**config.mk**
```make
export PLATFORM = sky130hd
export DESIGN_NAME = conv_sequencer
export DESIGN_NICKNAME = d
export VERILOG_FILES = /design/src/rtl/conv_sequencer.sv
export SDC_FILE = /design/constraint.sdc
export NUM_CORES = 1
export LEC_CHECK = 0
export BUFFER_PORTS_ARGS = -buffer_cell sky130_fd_sc_hd__clkbuf_2
export CAP_MARGIN = 20
export CORE_AREA = 4 4 93 139
export DETAILED_ROUTE_END_ITERATION = 7
export DIE_AREA = 0 0 97 143
export PLACE_DENSITY = 0.49
export RECOVER_POWER = 25
export SETUP_SLACK_MARGIN = 0.1
export SLEW_MARGIN = 20
export SYNTH_ARGS = -nofsm -noshare
export SYNTH_HDL_FRONTEND = slang
export SYNTH_SLANG_ARGS = --single-unit
```
**constraint.sdc**
```tcl
create_clock -name clk -period 8.55 [get_ports clk]
set_input_delay 2.1375 -clock clk [delete_from_list [all_inputs] [get_ports clk]]
set_output_delay 2.1375 -clock clk [all_outputs]
set_load 0.02 [all_outputs]
```
**src/rtl/conv_sequencer.sv**
```systemverilog
// Multi-channel read/convolve sequencer: each channel is a counted read burst,
// a one-cycle conv_start pulse, then a bounded wait for conv_done.
module conv_sequencer #(
    parameter int N_CH    = 4,
    parameter int CNT_W   = 16,
    parameter int TIMEOUT = 1024,
    localparam int CH_W   = $clog2(N_CH + 1),
    localparam int IDX_W  = (N_CH > 1) ? $clog2(N_CH) : 1,
    localparam int TW     = $clog2(TIMEOUT)
) (
    input  logic             clk,
    input  logic             rst,
    input  logic             start_operation,
    input  logic             abort,
    input  logic [CH_W-1:0]  ch_count,
    input  logic [CNT_W-1:0] read_len,
    input  logic             read_valid,
    input  logic             conv_done,
    output logic             read_enable,
    output logic [IDX_W-1:0] read_channel,
    output logic             conv_start,
    output logic             busy,
    output logic             done,
    output logic             error
);

    typedef enum logic [2:0] {
        IDLE,
        READ,
        CONV_START,
        CONV_WAIT,
        DONE,
        ERR
    } state_t;

    state_t           state_q, state_d;
    logic [CNT_W-1:0] beat_q, beat_d;
    logic [CNT_W-1:0] rd_len_q, rd_len_d;
    logic [CH_W-1:0]  ch_cnt_q, ch_cnt_d;
    logic [IDX_W-1:0] ch_idx_q, ch_idx_d;
    logic [TW-1:0]    timer_q, timer_d;
    logic             read_enable_q, read_enable_d;
    logic             conv_start_q, conv_start_d;
    logic             busy_q, busy_d;
    logic             done_q, done_d;
    logic             error_q, error_d;

    logic [CH_W-1:0]  ch_idx_ext;
    logic [TW-1:0]    timer_inc;
    logic             last_ch;

    assign ch_idx_ext = CH_W'(ch_idx_q);
    assign last_ch    = ((ch_idx_ext + CH_W'(1)) == ch_cnt_q);
    // Saturating increment: the timer never wraps even if held in CONV_WAIT.
    assign timer_inc  = (timer_q == '1) ? timer_q : timer_q + TW'(1);

    always_comb begin
        state_d  = state_q;
        beat_d   = beat_q;
        rd_len_d = rd_len_q;
        ch_cnt_d = ch_cnt_q;
        ch_idx_d = ch_idx_q;
        timer_d  = timer_q;
        error_d  = error_q;

        if (abort && (state_q != IDLE)) begin
            state_d = IDLE;
        end else begin
            case (state_q)
                IDLE: begin
                    if (start_operation) begin
                        rd_len_d = read_len;
                        ch_cnt_d = ch_count;
                        ch_idx_d = '0;
                        beat_d   = '0;
                        error_d  = 1'b0;
                        if ((ch_count == '0) || (ch_count > CH_W'(N_CH)) || (read_len == '0)) begin
                            state_d = ERR;
                            error_d = 1'b1;
                        end else begin
                            state_d = READ;
                        end
                    end
                end
                READ: begin
                    if (read_valid) begin
                        if (beat_q == rd_len_q - CNT_W'(1)) begin
                            state_d = CONV_START;
                        end else begin
                            beat_d = beat_q + CNT_W'(1);
                        end
                    end
                end
                CONV_START: begin
                    timer_d = '0;
                    state_d = CONV_WAIT;
                end
                CONV_WAIT: begin
                    timer_d = timer_inc;
                    // A completion in the same cycle as the timeout still wins.
                    if (conv_done) begin
                        if (last_ch) begin
                            state_d = DONE;
                        end else begin
                            ch_idx_d = ch_idx_q + IDX_W'(1);
                            beat_d   = '0;
                            state_d  = READ;
                        end
                    end else if (timer_inc == TW'(TIMEOUT - 1)) begin
                        state_d = ERR;
                        error_d = 1'b1;
                    end
                end
                DONE:    state_d = IDLE;
                ERR:     state_d = IDLE;
                default: state_d = IDLE;
            endcase
        end

        read_enable_d = (state_d == READ);
        conv_start_d  = (state_d == CONV_START);
        busy_d        = (state_d != IDLE);
        done_d        = (state_d == DONE);
    end

    always_ff @(posedge clk or posedge rst) begin
        if (rst) begin
            state_q       <= IDLE;
            beat_q        <= '0;
            rd_len_q      <= '0;
            ch_cnt_q      <= '0;
            ch_idx_q      <= '0;
            timer_q       <= '0;
            read_enable_q <= 1'b0;
            conv_start_q  <= 1'b0;
            busy_q        <= 1'b0;
            done_q        <= 1'b0;
            error_q       <= 1'b0;
        end else begin
            state_q       <= state_d;
            beat_q        <= beat_d;
            rd_len_q      <= rd_len_d;
            ch_cnt_q      <= ch_cnt_d;
            ch_idx_q      <= ch_idx_d;
            timer_q       <= timer_d;
            read_enable_q <= read_enable_d;
            conv_start_q  <= conv_start_d;
            busy_q        <= busy_d;
            done_q        <= done_d;
            error_q       <= error_d;
        end
    end

    assign read_enable  = read_enable_q;
    assign read_channel = ch_idx_q;
    assign conv_start   = conv_start_q;
    assign busy         = busy_q;
    assign done         = done_q;
    assign error        = error_q;

endmodule
```
After elaboration in Yosys (flattened, before gate mapping)
Index checks and enable logic that the tools add are counted.
{ "totals": {"word_cells": 77, "register_bits": 55, "ramBits": 0, "latch_bits": 0, "mem_bits_ro": 0, "mem_count": 0, "inputBits": 25, "out_inout_bits": 7} }
{ "op_classes": {"bitwise": 1, "order_cmp": 1, "n_div": 0, "shifts": 0, "multipliers": 0, "add_sub_neg": 5, "eq_ne": 17, "n_reduce_logical": 16, "mux": 26} }
{ "ops": {"columns": ["operator", "count"], "rows": [
  ["two-way mux 16 bit", 5],
  ["one-hot mux 16 bit (3 select lines)", 1],
  ["two-way mux 3 bit", 8],
  ["equality test 10 bit (second input constant)", 2],
  ["one-hot mux 10 bit (2 select lines)", 1],
  ["adder 16 x 1 -> 16 bit (second input constant)", 1],
  ["equality test 16 bit", 1],
  ["logical NOT 16 bit", 1],
  ["subtractor 16 x 1 -> 16 bit (second input constant)", 1],
  ["inequality test 2 bit (second input constant)", 7],
  ["one-hot mux 3 bit (4 select lines)", 1],
  ["adder 10 x 1 -> 10 bit (second input constant)", 1],
  ["two-way mux 10 bit", 1],
  ["AND reduction 5 bit", 2],
  ["equality test 3 x 2 -> 1 bit (second input constant)", 3],
  ["nonzero test 3 bit", 3],
  ["AND reduction 7 bit", 1],
  ["equality test 3 x 1 -> 1 bit (second input constant)", 2],
  ["logical NOT 3 bit", 2],
  ["two-way mux 2 bit", 3],
  ["two-way mux 1 bit", 4],
  ["one-hot mux 2 bit (2 select lines)", 1],
  ["nonzero test 2 bit", 2],
  ["adder 2 x 1 -> 3 bit (second input constant)", 1],
  ["other kinds (10)", 11]
]} }

Longest topological paths before layout
{ "depth": {"word_depth": 8, "mapped_depth": 10, "ltp_nobuf": 9} }

Worst setup path after synthesis
No wires, ideal clock.
{ "synth_path": {"kind": "in2reg", "start": "in start_operation", "end": "reg beat_q[10]", "arrival_time_ps": 3880, "stages": 8, "path_buffers": 1, "setup_time_ps": 78, "setup_slack_ps": 4592, "path_cell_list": "inv_1 or2_1 a221o_1 a21o_1 clkbuf_1 or3_1 or3_1 a21oi_1"} }
{ "synth_via": {"elab_chain_cells": 2} }
{ "synth_lines": {"columns": ["item", "line", "text"], "rows": [
  ["from (decl)", "13", "input logic start_operation,"],
  ["inequality test 2 bit (no source line)", null, null],
  ["AND reduction 7 bit (no source line)", null, null],
  ["to (signal assigned)", "141", "beat_q <= beat_d;"],
  ["to (decl)", "37", "logic [CNT_W-1:0] beat_q, beat_d;"]
]} }
No other way between the ends.
A chain may end at the register's enable or synchronous reset.

==> results.ini <==
[finish]
drive_gt1_share_pct=16.2
nNetsFinal=436
diodes=0
area_delta_synth_final_pct=12.6

[die]
num_rows=49
coreArea_mm2=0.0118
fp.dieW_um=97
io_pins=32
die-height_um=143
initial_core_util_pct=29.4
dieArea_mm2=0.0139

[power]
cellPowerDensity_mw_per_mm2=268
p_leak_nw=1.55
ir_drop_mv=0.0966
p_total_mw=1.05

[sta]
worst_pin_slew_ns=3.15
hold_violations=0
tns_ns=0
clock_skew_ns=0.0101
layout_min_cycle_time_ns=4.79
slew_viol_final=56
setup_viol=0
max_freq_mhz=209
rsz0062_at_grt=no
period_share_pct=56.1
relSlewSlack_pct=-110

[critical_path]
setup.worst_path.end_class=asynchronous set/reset pin
arrival_ns=4.50
worstPathRequired_ns=8.26
path_max_fanout=55
critical_path.top_delay_family=buffers and inverters
crit_chain=clkbuf_2 -> inv_1 -> clkbuf_1
slowest_delay_ns=2.21
cp_num_buf_inv=3
worstSetupPathType=input pin to asynchronous set/reset pin
start_kind=input pin
crit_slowest_cell=clkbuf_1

[synthesis]
synth-seq-cells=55
ys_top_cells_by_area=dfrtp_1, mux2_2, xnor2_1, nand2_1, a21oi_1
synth_top_area_share_pct=39.5
synth-main-ff-cell=dfrtp_1
syn_nets=411
async_reset_ff_share_pct=100
avgSynthCellArea_um2=9.12
synth_area_leader_cell=dfrtp_1
synth_edf_count=0
synth.most_common_cell=dfrtp_1
ys_types=62
netlist_top_cells_count=dfrtp_1, nand2_1, a21oi_1
netlist_area_mm2=0.00348
ys_warn_count=0
yosysSeqAreaShare_pct=39.5
synthCells=382

[global_route]
grt_usage_pct=14.1
grt_start_max_net_pins=56
grt_pass1_vias=3002
antenna_found_initial=0
grt_pass1_wl_mm=15.5
overflow=0

[detailed_routing]
drtIter0Drc=118
drc=0
vias=3023
viasPerCell=5.39
wl_mm=9.54
post_drt_wl_per_cell_um=17.0
drtPass1Iterations=5
postRouteAntennaNets=0

[run_status]
status=complete, but fails checks
failed_checks=max-capacitance violations, max-slew violations

[clock_network]
h-tree-depth=2
cts_buffer_depth=2
postCtsSetupBuffers=0
clockRootBuffer=clkbuf_16
ctsHoldBuffers=0
cts.repair.resized=0
cts_tree=done
path_clk_slew_ns=0.07
cts_buffers=5
numClockSinks=55
insertion_delay_ns=0.30

[hold_path]
hold_class=flop to flop

[place]
dp_hpwl_mm=7.19
place_congestion=0.864
io_buffers=31

[run]
max_cap_violations=1

==> sequential cells by signal, summed over array words and instances (netlist names) <==
signal and flops:
beat_q 16, busy 1, ch_cnt_q 3, conv_start 1, done 1, error 1, rd_len_q 16, read_channel 2
read_enable 1, state_q 3, timer_q 10
==> cells by family (layout without fill, tap and decap cells) <==
logic type / after synthesis / after routing / synth area share, %
AOI/OAI and AO/OA: 100 / 100 / 19.1
xor gates and xnor gates: 25 / 25 / 6.29
adders and majority gates: 4 / 4 / 1.44
buffers and inverters: 26 / 52 / 3.23
DFF: 55 / 55 / 39.5
muxes: 18 / 18 / 5.75
and+or+nand+nor: 154 / 154 / 24.7
==> final cells by class <==
cell class,instances,area [µm²]
fill,1243,7910
sequential,55,1380
clock buffer,7,133
tap,153,191
timing repair buffer,34,184
inverter,10,37.5
multi-input combinational,301,2000
clock inverter,1,5.00
==> layout by cell type, fill, tap and decap left out, types with 2 or more instances in the layout <==
| cell | Yosys | routed |
|---|---|---|
| and4_1 | 2 | 2 |
| nor4_1 | 7 | 7 |
| nand2b_1 | 3 | 3 |
| inv_1 | 10 | 10 |
| nor3_1 | 11 | 11 |
| o21a_1 | 2 | 2 |
| and3_1 | 4 | 4 |
| or2_2 | 2 | 2 |
| or2_1 | 2 | 2 |
| xor2_1 | 7 | 7 |
| nor2_1 | 17 | 16 |
| nand4_1 | 9 | 9 |
| o32a_1 | 2 | 2 |
| ha_1 | 4 | 4 |
| xnor2_1 | 18 | 18 |
| a21oi_1 | 24 | 24 |
| clkbuf_2 | 0 | 30 |
| mux2_2 | 16 | 16 |
| clkbuf_1 | 14 | 4 |
| o2111ai_1 | 2 | 2 |
| dfrtp_1 | 55 | 55 |
| a31oi_1 | 7 | 7 |
| mux2i_1 | 2 | 2 |
| or4_1 | 6 | 6 |
| nor3b_1 | 2 | 2 |
| or3_1 | 18 | 18 |
| a211oi_1 | 3 | 3 |
| nand3_1 | 18 | 18 |
| o31ai_1 | 8 | 8 |
| nand2_1 | 38 | 38 |
| o21ai_1 | 11 | 11 |
| nor2b_1 | 6 | 6 |
| a21o_1 | 6 | 6 |
| o21ai_0 | 16 | 16 |
| clkbuf_16 | 0 | 5 |
==> worst paths after layout <==
kind | slack (ns) | to | cells after the start | start
setup / recovery | 3.76 | beat_q[8] | 3 | rst
hold / removal | 0.53 | error | 1 | error
setup reg to reg | 4.94 | beat_q[9] | 10 | rd_len_q[0]
hold reg to reg | 0.53 | error | 1 | error
max in group clk | 4.48 | beat_q[3] | 8 | start_operation
min in group asynchronous | 3.01 | ch_cnt_q[0] | 3 | rst
==> stage by stage <==
step	hold WS, ns	util [%]	setup WS, ns	area [µm²]	std cells
after CTS	0.533	33.1	4.49	3920	560
after detailed placement	0.505	31.9	4.17	3780	552
after global routing	0.544	33.2	3.00	3920	561
final	0.533	33.2	3.76	3920	561
after global placement	0.518	31.8	4.23	3760	551
after floorplan	0.488	-	4.59	3480	382
==> per-layer routing <==
layer / track usage (%) / share of wire (%) / vias to the layer above
met1: 15.0 / 40 / 1485
met2: 27.1 / 55 / 46
met3: 2.44 / 2.7 / 16
met4: 5.92 / 2.7 / 0
li1: - / - / 1476
met5: 0 / 0 / -
==> power by group <==
| group | total (mW) | internal (mW) | switching [mW] |
|---|---|---|---|
| clock network | 0.208 | 0.109 | 0.0990 |
| logic | 0.408 | 0.182 | 0.226 |
| registers | 0.434 | 0.329 | 0.105 |
No activity file was read; power rests on OpenSTA's default activity.
